<file path="config.mk">
export PLATFORM = sky130hd
export DESIGN_NAME = alu_param_pipe_flat
export DESIGN_NICKNAME = d
export VERILOG_FILES = /design/src/rtl/alu_param_pipe_if.sv /design/src/rtl/alu_param_pipe.sv /design/src/flat_wrapper.sv
export SDC_FILE = /design/constraint.sdc
export NUM_CORES = 1
export LEC_CHECK = 0
export BUFFER_PORTS_ARGS = -buffer_cell sky130_fd_sc_hd__clkbuf_2
export CAP_MARGIN = 40
export CORE_MARGIN = 3
export CORE_UTILIZATION = 30
export DETAILED_ROUTE_END_ITERATION = 12
export GPL_ROUTABILITY_DRIVEN = 0
export GPL_TIMING_DRIVEN = 0
export MAX_ROUTING_LAYER = met4
export PLACE_DENSITY = 0.45
export SLEW_MARGIN = 5
export SYNTH_ARGS = -nofsm -noshare
export SYNTH_HDL_FRONTEND = slang
export SYNTH_SLANG_ARGS = --single-unit
</file>
<file path="constraint.sdc">
create_clock -name clk -period 15.5 [get_ports clk]
set_input_delay 0 -clock clk [delete_from_list [all_inputs] [get_ports clk]]
set_output_delay 0 -clock clk [all_outputs]
set_load 0.1 [all_outputs]
</file>
<file path="src/rtl/alu_param_pipe_if.sv">
// alu_param_pipe_if: command/operand/result bundle for alu_param_pipe
//   master drives: ce, inp_valid[1:0] (bit0 opa, bit1 opb), mode, cmd, opa, opb, cin
//   slave drives:  res (2*WIDTH, zero-extended), out_valid pulse, cout, oflow, g, e, l, err, busy
interface alu_param_pipe_if #(parameter int WIDTH = 8, parameter int CMD_W = 4);
   logic               ce;
   logic [1:0]         inp_valid;
   logic               mode;
   logic [CMD_W-1:0]   cmd;
   logic [WIDTH-1:0]   opa;
   logic [WIDTH-1:0]   opb;
   logic               cin;
   logic [2*WIDTH-1:0] res;
   logic               out_valid;
   logic               cout;
   logic               oflow;
   logic               g;
   logic               e;
   logic               l;
   logic               err;
   logic               busy;
   modport master (output ce, inp_valid, mode, cmd, opa, opb, cin,
                   input res, out_valid, cout, oflow, g, e, l, err, busy);
   modport slave  (input ce, inp_valid, mode, cmd, opa, opb, cin,
                   output res, out_valid, cout, oflow, g, e, l, err, busy);
endinterface

</file>
<file path="src/rtl/alu_param_pipe.sv">
// alu_param_pipe: width-generic ALU with split-operand wait, timeout and multi-cycle multiply
//   clk   rising-edge clock
//   rst_n synchronous active-low reset
//   bus   alu_param_pipe_if.slave: ce/inp_valid/mode/cmd/opa/opb/cin in; res/out_valid/flags/busy out
module alu_param_pipe #(
   parameter int WIDTH   = 8,
   parameter int CMD_W   = 4,
   parameter int TIMEOUT = 16,
   parameter int MUL_LAT = 3
) (
   input logic             clk,
   input logic             rst_n,
   alu_param_pipe_if.slave bus
);
   localparam int RW = 2 * WIDTH;
   localparam int LW = $clog2(WIDTH);
   localparam int CW = $clog2(TIMEOUT + MUL_LAT + 1);
   typedef enum logic [1:0] {IDLE, WAIT, MUL} state_t;
   state_t           state;
   logic [CW-1:0]    cnt;
   logic [1:0]       have;
   logic             r_mode, r_cin;
   logic [CMD_W-1:0] r_cmd;
   logic [WIDTH-1:0] r_a, r_b;
   logic             s_mode, s_cin;
   logic [CMD_W-1:0] s_cmd;
   logic [WIDTH-1:0] sa, sb, lr, pa, pb;
   logic [LW-1:0]    amt;
   logic [RW-1:0]    rl, rr, p, c_res;
   logic             one_a, one_b, legal, need_a, need_b, av, bv, mul_op, ready, fire, tmo, bad;
   logic             c_cout, c_oflow, c_g, c_e, c_l, c_err;
   // In IDLE everything comes straight from the bus; afterwards the latched command
   // is used and only operands not yet latched are taken from the bus.
   assign s_mode = state == IDLE ? bus.mode : r_mode;
   assign s_cmd  = state == IDLE ? bus.cmd : r_cmd;
   assign s_cin  = state == IDLE ? bus.cin : r_cin;
   assign sa     = (state == IDLE || !have[0]) ? bus.opa : r_a;
   assign sb     = (state == IDLE || !have[1]) ? bus.opb : r_b;
   assign one_a  = s_mode ? (s_cmd == 4 || s_cmd == 5) : (s_cmd == 6 || s_cmd == 8 || s_cmd == 9);
   assign one_b  = s_mode ? (s_cmd == 6 || s_cmd == 7) : (s_cmd == 7 || s_cmd == 10 || s_cmd == 11);
   assign legal  = s_mode ? s_cmd <= 10 : s_cmd <= 13;
   assign need_a = legal && !one_b;
   assign need_b = legal && !one_a;
   assign av     = bus.inp_valid[0] || (state == WAIT && have[0]);
   assign bv     = bus.inp_valid[1] || (state == WAIT && have[1]);
   assign ready  = (av || !need_a) && (bv || !need_b);
   assign mul_op = s_mode && (s_cmd == 9 || s_cmd == 10);
   // Multiply issues its result MUL_LAT-1 edges after the capture edge, counted in cnt.
   assign fire   = state == IDLE ? (|bus.inp_valid && ready && !mul_op) :
                   state == WAIT ? (ready && !mul_op) : cnt == CW'(MUL_LAT - 2);
   assign tmo    = state == WAIT && !ready && cnt == CW'(TIMEOUT);
   assign amt    = sb[LW-1:0];
   assign bad    = |(sb >> LW);
   assign bus.busy = state != IDLE;
   always_comb begin
      {c_cout, c_oflow, c_g, c_e, c_l, c_err} = '0;
      lr = '0;
      rl = {sa, sa} << amt;
      rr = {sa, sa} >> amt;
      pa = s_cmd == 9 ? sa + 1'b1 : sa << 1;
      pb = s_cmd == 9 ? sb + 1'b1 : sb;
      p  = pa * pb;
      if (s_mode) begin
         case (s_cmd)
            0:       {c_cout, lr} = {1'b0, sa} + {1'b0, sb};
            1:       {c_oflow, lr} = {1'b0, sa} - {1'b0, sb};
            2:       {c_cout, lr} = {1'b0, sa} + {1'b0, sb} + (WIDTH + 1)'(s_cin);
            3:       {c_oflow, lr} = {1'b0, sa} - {1'b0, sb} - (WIDTH + 1)'(s_cin);
            4:       {c_cout, lr} = {1'b0, sa} + (WIDTH + 1)'(1);
            5:       {c_oflow, lr} = {1'b0, sa} - (WIDTH + 1)'(1);
            6:       {c_cout, lr} = {1'b0, sb} + (WIDTH + 1)'(1);
            7:       {c_oflow, lr} = {1'b0, sb} - (WIDTH + 1)'(1);
            8:       {c_g, c_e, c_l} = sa > sb ? 3'b100 : sa == sb ? 3'b010 : 3'b001;
            9, 10:   lr = '0;
            default: c_err = 1'b1;
         endcase
      end else begin
         case (s_cmd)
            0:       lr = sa & sb;
            1:       lr = ~(sa & sb);
            2:       lr = sa | sb;
            3:       lr = ~(sa | sb);
            4:       lr = sa ^ sb;
            5:       lr = ~(sa ^ sb);
            6:       lr = ~sa;
            7:       lr = ~sb;
            8:       lr = sa >> 1;
            9:       lr = sa << 1;
            10:      lr = sb >> 1;
            11:      lr = sb << 1;
            12:      begin lr = rl[RW-1:WIDTH]; c_err = bad; end
            13:      begin lr = rr[WIDTH-1:0]; c_err = bad; end
            default: c_err = 1'b1;
         endcase
      end
      c_res = c_err ? '0 : mul_op ? p : RW'({c_cout, lr});
   end
   always_ff @(posedge clk) begin
      if (!rst_n) begin
         state         <= IDLE;
         cnt           <= '0;
         have          <= '0;
         bus.res       <= '0;
         bus.out_valid <= 1'b0;
         {bus.cout, bus.oflow, bus.g, bus.e, bus.l, bus.err} <= '0;
      end else if (!bus.ce) begin
         bus.out_valid <= 1'b0;
      end else begin
         bus.out_valid <= fire || tmo;
         if (fire || tmo) begin
            bus.res <= tmo ? '0 : c_res;
            {bus.cout, bus.oflow, bus.g, bus.e, bus.l, bus.err} <=
               tmo ? 6'b000001 : {c_cout, c_oflow, c_g, c_e, c_l, c_err};
         end
         case (state)
            IDLE: if (|bus.inp_valid) begin
               {r_mode, r_cmd, r_cin, r_a, r_b} <= {bus.mode, bus.cmd, bus.cin, bus.opa, bus.opb};
               have  <= bus.inp_valid;
               cnt   <= '0;
               state <= !ready ? WAIT : mul_op ? MUL : IDLE;
            end
            WAIT: if (ready) begin
               if (!have[0]) r_a <= bus.opa;
               if (!have[1]) r_b <= bus.opb;
               have  <= 2'b11;
               cnt   <= '0;
               state <= mul_op ? MUL : IDLE;
            end else if (tmo) begin
               state <= IDLE;
            end else begin
               cnt <= cnt + 1'b1;
            end
            default: if (fire) state <= IDLE; else cnt <= cnt + 1'b1;
         endcase
      end
   end
endmodule
</file>
<file path="src/flat_wrapper.sv">
// flat-port wrapper written by rule: the top's interface ports become plain ports
module alu_param_pipe_flat 
#(
   parameter int WIDTH   = 8,
   parameter int CMD_W   = 4,
   parameter int TIMEOUT = 16,
   parameter int MUL_LAT = 3
)
  (clk, rst_n, bus_ce, bus_inp_valid, bus_mode, bus_cmd, bus_opa, bus_opb, bus_cin, bus_res, bus_out_valid, bus_cout, bus_oflow, bus_g, bus_e, bus_l, bus_err, bus_busy);
  alu_param_pipe_if #(.WIDTH(WIDTH), .CMD_W(CMD_W)) bus_i ();
  input logic clk;
  input logic rst_n;
  input wire logic [$bits(bus_i.ce)-1:0] bus_ce;
  input wire logic [$bits(bus_i.inp_valid)-1:0] bus_inp_valid;
  input wire logic [$bits(bus_i.mode)-1:0] bus_mode;
  input wire logic [$bits(bus_i.cmd)-1:0] bus_cmd;
  input wire logic [$bits(bus_i.opa)-1:0] bus_opa;
  input wire logic [$bits(bus_i.opb)-1:0] bus_opb;
  input wire logic [$bits(bus_i.cin)-1:0] bus_cin;
  output wire logic [$bits(bus_i.res)-1:0] bus_res;
  output wire logic [$bits(bus_i.out_valid)-1:0] bus_out_valid;
  output wire logic [$bits(bus_i.cout)-1:0] bus_cout;
  output wire logic [$bits(bus_i.oflow)-1:0] bus_oflow;
  output wire logic [$bits(bus_i.g)-1:0] bus_g;
  output wire logic [$bits(bus_i.e)-1:0] bus_e;
  output wire logic [$bits(bus_i.l)-1:0] bus_l;
  output wire logic [$bits(bus_i.err)-1:0] bus_err;
  output wire logic [$bits(bus_i.busy)-1:0] bus_busy;
  assign bus_i.ce = bus_ce;
  assign bus_i.inp_valid = bus_inp_valid;
  assign bus_i.mode = bus_mode;
  assign bus_i.cmd = bus_cmd;
  assign bus_i.opa = bus_opa;
  assign bus_i.opb = bus_opb;
  assign bus_i.cin = bus_cin;
  assign bus_res = bus_i.res;
  assign bus_out_valid = bus_i.out_valid;
  assign bus_cout = bus_i.cout;
  assign bus_oflow = bus_i.oflow;
  assign bus_g = bus_i.g;
  assign bus_e = bus_i.e;
  assign bus_l = bus_i.l;
  assign bus_err = bus_i.err;
  assign bus_busy = bus_i.busy;
  alu_param_pipe #(.WIDTH(WIDTH), .CMD_W(CMD_W), .TIMEOUT(TIMEOUT), .MUL_LAT(MUL_LAT)) u_core (.clk(clk), .rst_n(rst_n), .bus(bus_i));
endmodule
</file>
# Yosys cells after proc, flatten, opt, wreduce, memory -nomap -nowiden
# Index checks and enable logic that the tools add are counted.
[op_classes]
addsub = 11
n_mul = 1
order_cmp = 3
eq_ne = 24
n_shift = 2
muxes = 57
bitwise_logic = 8
n_reduce_logical = 51
[op_table]
columns = ["operator", "n"]
rows = [
  ["one-hot mux 8 bit (14 select lines)", 1],
  ["two-way mux 8 bit", 11],
  ["one-hot mux 8 bit (8 select lines)", 1],
  ["two-way mux 16 bit", 3],
  ["inverter 8 bit", 5],
  ["one-hot mux 8 bit (2 select lines)", 2],
  ["== test 4 bit, second input constant", 6],
  ["two-way mux 5 bit", 4],
  ["adder 8 x 1 -> 9 bit, second input constant", 2],
  ["two-way mux 2 bit", 9],
  ["subtractor 8 x 1 -> 9 bit, second input constant", 2],
  ["two-way mux 1 bit", 17],
  ["adder 8 x 1 -> 8 bit, second input constant", 2],
  ["== test 4 x 3 -> 1 bit, second input constant", 4],
  ["multiplier 8 x 8 -> 16 bit", 1],
  ["AND reduction 4 bit", 4],
  ["<< shifter 16 x 3 -> 16 bit", 1],
  [">> shifter 16 x 3 -> 8 bit", 1],
  ["logical OR 1 bit", 14],
  ["AND reduction 6 bit", 2],
  ["OR reduction 12 bit", 1],
  ["logical AND 1 bit", 11],
  ["OR reduction 11 bit", 1],
  ["one-hot mux 5 bit (2 select lines)", 1],
  ["other kinds (35)", 51],
]
[word_totals]
reg_bits = 54
input_bits = 27
elab_cells = 173

# Logic depth before layout (Yosys ltp)
# Gate-level depths: netlist of run 1.
[logic_depth]
depth_word = 17
depth_mapped = 28
mapped_depth_nobuf = 25

# Least setup slack after synthesis of run 1
# OpenSTA, ideal clock, no wires.
[synth_path]
kind = "register -> register"
start = "reg u_core.state[1]"
end = "reg u_core.bus.res[15]"
t_arrival_ns = 7.036
required_ns = 15.382
slack_ns = 8.346
stages_incl_launch_ff = 28
n_path_buf = 4
synth_period_minus_slack_ns = 7.154
path_cell_list = "dfxtp_1 buf_2 nor2_2 inv_2 clkbuf_1 a31oi_1 buf_2 nor2_1 clkbuf_1 nand2_1 xnor2_1 nor2_1 fa_1 inv_1 fa_1 inv_1 fa_1 inv_1 fa_1 inv_1 ha_1 nor2b_1 o21a_1 o22a_1 a41oi_1 a21oi_1 xnor2_1 a22o_1"
[synth_between]
elab_chain_len = 16
[synth_lines]
columns = ["element", "line_no", "source"]
rows = [
  ["start, declared", "alu_param_pipe.sv:19", "state_t state;"],
  ["start signal, assigned", "alu_param_pipe.sv:120", "state <= !ready ? WAIT : mul_op ? MUL : IDLE;"],
  ["start signal, assigned", "alu_param_pipe.sv:127", "state <= mul_op ? MUL : IDLE;"],
  ["parallel branches: the longest is 16 deep, another holds multiplier 8 x 8 -> 16 bit", "--", ""],
  ["end signal, assigned", "alu_param_pipe.sv:111", "bus.res <= tmo ? '0 : c_res;"],
  ["end, declared", "alu_param_pipe_if.sv:24", "output res, out_valid, cout, oflow, g, e, l, err, busy);"],
]
# Several ways; the timed one is not identified.
# A chain may end at the register's enable or synchronous reset.

# Worst setup path in the final report of run 1
# Same ends and word-level chain as after synthesis.

==> results of run 1 <==
## stage by stage
step / worst slack (ns) / hold slack (ns) / power [mW]
floorplan: 8.35 / 0.0989 / 0.598
global placement: 7.35 / 0.196 / 0.783
detailed placement: 7.36 / 0.193 / 0.784
CTS: 7.32 / 0.00623 / 0.926
global route: 6.84 / 0.0347 / 1.01
finish: 7.28 / 0.00917 / 0.932
## power by group through the flow
| stage | Sequential (mW) | Combinational [mW] | Clock [mW] |
|---|---|---|---|
| after floorplan | 0.177 | 0.421 | 0 |
| after global placement | 0.163 | 0.619 | 0 |
| after detailed placement | 0.163 | 0.621 | 0 |
| after CTS | 0.160 | 0.632 | 0.134 |
| after global routing | 0.161 | 0.707 | 0.138 |
| final | 0.160 | 0.640 | 0.131 |
## layer usage
metal	part of all wire [%]	GRT usage, %
met1	46	34.7
met2	43	36.3
met3	9.0	4.79
met4	2.9	7.07
met5	0	-
## cell usage in the layout, fill, tap and decap left out, types with 13 or more instances in the layout
master,netlist,layout
o21ai_0,36,36
nand4_1,18,18
o22ai_1,13,13
clkbuf_1,43,43
xnor2_1,43,43
edfxtp_1,22,22
dlygate4sd3_1,0,21
o21ai_1,14,14
or2_2,15,15
clkbuf_2,0,49
nand3_1,31,31
a21oi_1,43,43
inv_1,75,75
buf_2,11,15
fa_1,36,36
nand2_1,109,109
xor2_1,15,15
o221ai_1,13,13
a221o_1,13,13
mux2i_1,44,44
dfxtp_1,32,32
nor3_1,25,25
nor2_1,133,133
a211oi_1,19,19
or3_1,13,13
ha_1,67,67
## cell type report
type / instances / area (sq um)
Multi-Input combinational cell: 944 / 6970
Buffer: 60 / 246
Clock buffer: 5 / 125
Tap cell: 384 / 480
Fill cell: 3192 / 18900
Sequential cell: 54 / 1300
Antenna cell: 1 / 2.50
Inverter: 83 / 312
Timing Repair Buffer: 82 / 532
Clock inverter: 3 / 28.8
## sequential cells by signal, indices dropped and copies added, names as in the netlist, 2 cells and up
| name | flops |
|---|---|
| u_core.r_a | 8 |
| u_core.have | 2 |
| u_core.r_b | 8 |
| u_core.bus.res | 16 |
| u_core.cnt | 5 |
| u_core.state | 2 |
| u_core.r_cmd | 4 |
## worst register-to-register path, stage by stage (launching register included)
cell and delay (ns):
dfxtp_1 0.41, buf_2 0.31, nor2_2 0.16, inv_2 0.11, clkbuf_1 0.53, a31oi_1 0.24
buf_2 0.24, nor2_1 0.61, clkbuf_1 0.54, nand2_1 0.15, xnor2_1 0.62, nor2_1 0.16
fa_1 0.56, inv_1 0.05, fa_1 0.47, inv_1 0.06, fa_1 0.54, inv_1 0.06
fa_1 0.57, inv_1 0.06, ha_1 0.36, nor2b_1 0.16, o21a_1 0.19, o22a_1 0.19
a41oi_1 0.27, a21oi_1 0.12, xnor2_1 0.17, a22o_1 0.21
## kinds of logic after synthesis
family                   synth area share (%)
AO/OA/AOI/OAI                            26.1
multiplexers                             6.65
AND/OR/NAND/NOR                          22.8
XOR/XNOR                                 5.76
flip-flops                               14.7
buffers and inverters                    6.32
adder cells (fa/ha/maj)                  17.7
## worst max-delay path by stage
stage / startpoint / to / slack [ns] / cells after the start
2_1_floorplan: u_core.state[1]$_SDFFE_PN0P_ / u_core.bus.res[15]$_SDFFE_PN0P_ / 8.35 / 27
4_1_cts: u_core.state[1]$_SDFFE_PN0P_ / u_core.bus.res[15]$_SDFFE_PN0P_ / 7.32 / 27
6_report: u_core.state[1]$_SDFFE_PN0P_ / u_core.bus.res[15]$_SDFFE_PN0P_ / 7.28 / 27
3_5_place_dp: u_core.state[1]$_SDFFE_PN0P_ / u_core.bus.res[15]$_SDFFE_PN0P_ / 7.36 / 27
5_1_grt: u_core.state[1]$_SDFFE_PN0P_ / u_core.bus.res[13]$_SDFFE_PN0P_ / 6.84 / 27
3_3_place_gp: u_core.state[1]$_SDFFE_PN0P_ / u_core.bus.res[15]$_SDFFE_PN0P_ / 7.35 / 27
==> run_results.csv, run 1 <==
group,metric,value,unit
timing,fin_skew,0.0184,ns
timing,rsz0062_at_grt,"no",
power_and_ir_drop,ir_drop,0.0499,mV
synthesis,synth_seq_cells,54,
synthesis,avgSynthCellArea,7.74,sq um
timing,fin_crit_sh,53.0,%
power_and_ir_drop,p_per_area,93.2,nW/um^2
clock_tree,cts_max_path_buffers,2,
clock_tree,cts_hold_buffers,21,
drt,wire_per_inst,23.7,um
critical_path,worstRegToRegCells,27,
timing,timing.final.crit_period,8.22,ns
grt,grt_max_degree,20,
critical_path,critPathSlowestCell,"xnor2_1",
drt,vias,9581,
hold_path,hold_depth,2,
critical_path,rr_endpoint,"u_core.bus.res[15]$_SDFFE_PN0P_",
clock_tree,htree_levels,2,
run_status,status,"complete, no violations",
timing,timing.fmax,0.122,GHz
timing,tightest_slew,0.867,ns
synthesis,synthCells,1141,
power_and_ir_drop,comb_power_share,68.7,%
clock_tree,ctsResizeCount,0,
clock_tree,path_clk_slew,0.09,ns
hold_path,hold_path_end,"u_core.bus.err$_SDFFE_PN0P_",
synthesis,ys_seq_area_share,14.7,%
synthesis,async_flop_share,0,%
timing,slew_headroom,42.2,%
layout,utilization,34.6,%
place,hpwl,30000,um
place,dpl-instance-area,9630,sq um
clock_tree,cts.sinks,54,
grt,grt_pass1_vias,9233,
drt,detail_route.first_pass.iterations,6,
synthesis,synth_edf_count,22,
drt,drtIter0Drc,1084,
grt,gr-usage-all-layers,24.8,%
drt,drtAntennaViolNets,0,
floorplan,start_util,30.6,%
grt,grt-ovfl-total,0,
power_and_ir_drop,p_sw,482,uW
synthesis,synthTopCellsByCount,"133 x nor2_1, 109 x nand2_1, 75 x inv_1",
synthesis,synthDistinctLibCells,89,
critical_path,critPathMaxFanout,10,
clock_tree,cts-root-buf,"clkbuf_16",
critical_path,r2r_start,"u_core.state[1]$_SDFFE_PN0P_",
critical_path,cp_num_buf_inv,9,
layout,layout-drive-gt1-share,9.99,%
synthesis,syn_area,8830,sq um
critical_path,crit_type,"reg2reg",
critical_path,max_stage_delay,0.62,ns
critical_path,endpoint_kind,"flip-flop",
drt,drcViolationCount,0,
power_and_ir_drop,p_sw_share,51.8,%
timing,finalSetupTns,0,ns
power_and_ir_drop,seqPwrFrac,17.2,%
clock_tree,cts_setup_buffers,0,
floorplan,die-area,31500,sq um
synthesis,yosys.area.top_type,"ha_1",
synthesis,ys.flop_type,"dfxtp_1",
synthesis,synth_top_area_share,9.50,%
clock_tree,cts_tree,"done",
critical_path,r2r_slack,7.28,ns
clock_tree,clock_latency,0.33,ns
grt,grt_pass1_wl,57800,um
synthesis,synth_fp_nets,1271,
place,io_buffers,49,
power_and_ir_drop,p_int,449,uW
layout,finish.instance_area,9990,sq um
synthesis,synth_area_leaders,"ha_1 9.5%, fa_1 8.2%, edfxtp_1 7.5%",
job,cap_violations,0,
power_and_ir_drop,clockPowerShare,14.1,%
floorplan,die_x,178,um
floorplan,core_area,28900,sq um
drt,wl,38200,um
timing,hold_viol_final,0,
layout,final_cells,1616,
power_and_ir_drop,leakage,4.22,nW
floorplan,rows,62,
synthesis,synth.most_common_cell,"nor2_1",
critical_path,path_delay_family,"adder cells",
clock_tree,cts_buffers,5,
hold_path,hp-class,"in2reg",
layout,area_delta_synth_final,13.2,%
grt,antenna_found_initial,1,
critical_path,critPathArrivalTime,8.44,ns
synthesis,synth_warnings,0,
place,dp_cells,1586,
hold_path,hp-start,"bus_ce",
drt,drt-vias-per-instance,5.93,
critical_path,cp.required,15.72,ns
timing,setup_viol,0,
timing,slew_violations,0,
layout,nets,1360,
floorplan,die_h,178,um
floorplan,pin_count,51,
critical_path,worstSetupStartpointType,"flip-flop",
Note: power is estimated with default switching activity, not from simulation.
==> run 2, diff against run 1 <==
--- a/config.mk
+++ b/config.mk
@@ -13,7 +13,7 @@
 export GPL_ROUTABILITY_DRIVEN = 0
 export GPL_TIMING_DRIVEN = 0
 export MAX_ROUTING_LAYER = met4
-export PLACE_DENSITY = 0.45
+export PLACE_DENSITY = 0.47
 export SLEW_MARGIN = 5
 export SYNTH_ARGS = -nofsm -noshare
 export SYNTH_HDL_FRONTEND = slang
==> constraint.sdc (replaced) <==
create_clock -name clk -period 7.54 [get_ports clk]
set_input_delay 0 -clock clk [delete_from_list [all_inputs] [get_ports clk]]
set_output_delay 0 -clock clk [all_outputs]
set_load 0.1 [all_outputs]
==> run 2 against run 1 <==
Compared with the run above:
- sequential power up 110%
- non-clock buffer count shrank 3
- clock skew fell by 0.00089 ns
- flip-flop and latch count did not move
- critical path depth fell by 2
- die area did not move
- count of clock-buffer cells in the layout grew 1
- wire length fell by 2.1%
- first-iteration DRC count increased by 6.9%
- largest cell class unchanged
==> run_results.csv, run 2 (synthesis gave the netlist of run 1 again) <==
group,metric,value,unit
power_and_ir_drop,leakage,4.26,nW
grt,grt_pass1_vias,9087,
timing,tightest_slew,0.869,ns
clock_tree,cts_buffers,5,
drt,detail_route.first_pass.iterations,7,
drt,drtAntennaViolNets,0,
layout,largest_reg_flops,16,
floorplan,core_area,28900,sq um
layout,reg.largest.list,"u_core.bus.res (16), u_core.r_a (8), u_core.r_b (8)",
timing,setup_viol,0,
drt,vias,9502,
timing,holdWs,0.0356,ns
critical_path,rr_endpoint,"u_core.bus.res[13]$_SDFFE_PN0P_",
timing,rsz0062_at_grt,"no",
grt,gr-usage-all-layers,24.3,%
drt,drtIter0Drc,1159,
critical_path,endpoint_kind,"flip-flop",
clock_tree,cts_setup_buffers,0,
critical_path,critPathArrivalTime,7.47,ns
timing,fin_crit_sh,96.3,%
timing,timing.final.crit_period,7.26,ns
grt,grt_max_degree,19,
clock_tree,cts_max_path_buffers,2,
floorplan,rows,62,
grt,grt-ovfl-total,0,
grt,antenna_found_initial,0,
clock_tree,cts_tree,"done",
layout,largest_register,"u_core.bus.res",
floorplan,die_h,178,um
critical_path,r2r_start,"u_core.state[1]$_SDFFE_PN0P_",
floorplan,start_util,30.6,%
clock_tree,cts.sinks,54,
hold_path,hp-start,"bus_inp_valid[0]",
floorplan,pin_count,51,
critical_path,worstRegToRegCells,25,
clock_tree,cts-root-buf,"clkbuf_16",
hold_path,hold_path_end,"u_core.have[0]$_SDFFE_PN0P_",
place,hpwl,29400,um
critical_path,r2r_slack,0.28,ns
timing,hold_viol_final,0,
drt,drcViolationCount,0,
critical_path,crit_type,"reg2reg",
critical_path,crit_start,"u_core.state[1]$_SDFFE_PN0P_",
floorplan,die_x,178,um
layout,layout-drive-gt1-share,11.2,%
hold_path,hp-class,"in2reg",
drt,wl,37400,um
critical_path,critPathMaxFanout,11,
clock_tree,clock_latency,0.33,ns
layout,area_delta_synth_final,14.2,%
layout,layout_commonest_cell,"nor2_1",
grt,grt_pass1_wl,56600,um
timing,timing.fmax,0.138,GHz
drt,drt-vias-per-instance,5.89,
run_status,status,"complete, no violations",
critical_path,cp.required,7.75,ns
layout,num_antenna_cells,0,
clock_tree,htree_levels,2,
layout,most-common-layout-cells,"132 x nor2_1, 109 x nand2_1, 75 x inv_1, 66 x ha_1, 53 x clkbuf_2",
timing,finalSetupTns,0,ns
timing,slew_violations,0,
drt,wire_per_inst,23.2,um
job,cap_violations,0,
place,io_buffers,49,
critical_path,worstSetupStartpointType,"flip-flop",
power_and_ir_drop,p_per_area,192,nW/um^2
clock_tree,path_clk_slew,0.09,ns
timing,fin_skew,0.0175,ns
layout,nets,1357,
power_and_ir_drop,ir_drop,0.0983,mV
layout,nFillCells,3103,
floorplan,die-area,31500,sq um
hold_path,hold_depth,3,
timing,slew_headroom,40.4,%
## run 2: cell types whose count changed in the layout (fill, tap and decap cells not counted), sizes merged
cell	change
buf	-5
clkbuf	+2
clkinv	-1
diode	-1
dlygate4sd3	+1
## run 2: cell type report
cell class / instances / area, sq um / share of cell area [%]
Tap cell: 384 / 480 / 4.77
Sequential cell: 54 / 1300 / 12.9
Clock buffer: 6 / 150 / 1.49
Buffer: 57 / 245 / 2.43
Inverter: 83 / 312 / 3.09
Timing Repair Buffer: 82 / 537 / 5.33
Clock inverter: 2 / 17.5 / 0.174
Multi-Input combinational cell: 944 / 7030 / 69.8
## run 2: per-stage QoR
| step | cell area, sq um | total power [mW] | setup slack, ns | instances | utilization, % |
|---|---|---|---|---|---|
| global route | 10100 | 2.10 | 0.000248 | 1612 | 34.9 |
| detailed placement | 9620 | 1.60 | -0.519 | 1585 | 33.3 |
| finish | 10100 | 1.94 | 0.282 | 1612 | 34.9 |
| global placement | 9550 | 1.60 | -0.554 | 1574 | 33.1 |
| CTS | 10000 | 1.92 | 0.0692 | 1613 | 34.8 |
| floorplan | 8830 | 1.23 | 0.386 | 1141 | - |
## run 2: worst max-delay path: stages (launching register included)
cell and delay, ns:
dfxtp_1 0.42, buf_2 0.33, o21a_1 0.29, mux2_2 0.29, clkbuf_4 0.30, ha_2 0.35, nand4_1 0.15, o22a_1 0.34
nor2_1 0.19, xnor2_2 0.16, or2_2 0.34, fa_1 0.49, fa_1 0.55, inv_1 0.06, fa_1 0.53, inv_1 0.06
fa_1 0.55, inv_1 0.05, ha_1 0.35, nor2b_1 0.16, o21a_1 0.19, o22a_1 0.20, a41oi_1 0.28, nand2b_1 0.10
xor2_1 0.17, a22o_1 0.20
## run 2: metal layers
layer	share of wire (%)	track usage (%)	vias up
li1	-	-	4383
met5	0	-	-
met1	44	33.6	4565
met4	3.6	8.05	0
met2	42	35.0	474
met3	9.7	5.28	80
## run 2: how the worst max path moves through the flow
stage / endpoint
floorplan: u_core.bus.res[15]$_SDFFE_PN0P_
global placement: u_core.bus.res[13]$_SDFFE_PN0P_
detailed placement: u_core.bus.res[15]$_SDFFE_PN0P_
CTS: u_core.bus.res[13]$_SDFFE_PN0P_
global route: u_core.bus.res[13]$_SDFFE_PN0P_
finish: u_core.bus.res[13]$_SDFFE_PN0P_
## run 2: what timing repair did
action | CTS | global route
gates cloned | 0 | 0
hold endpoints to repair | 22 | 0
resized for setup | 4 | 19
setup endpoints to repair | 8 | 6
hold buffers | 22 | 0
## run 2: report_power, final
part | switching, mW | total (mW) | internal (mW)
registers | 0.0129 | 0.331 | 0.318
clock network | 0.146 | 0.292 | 0.147
logic | 0.836 | 1.31 | 0.478
total | 0.994 | 1.94 | 0.943
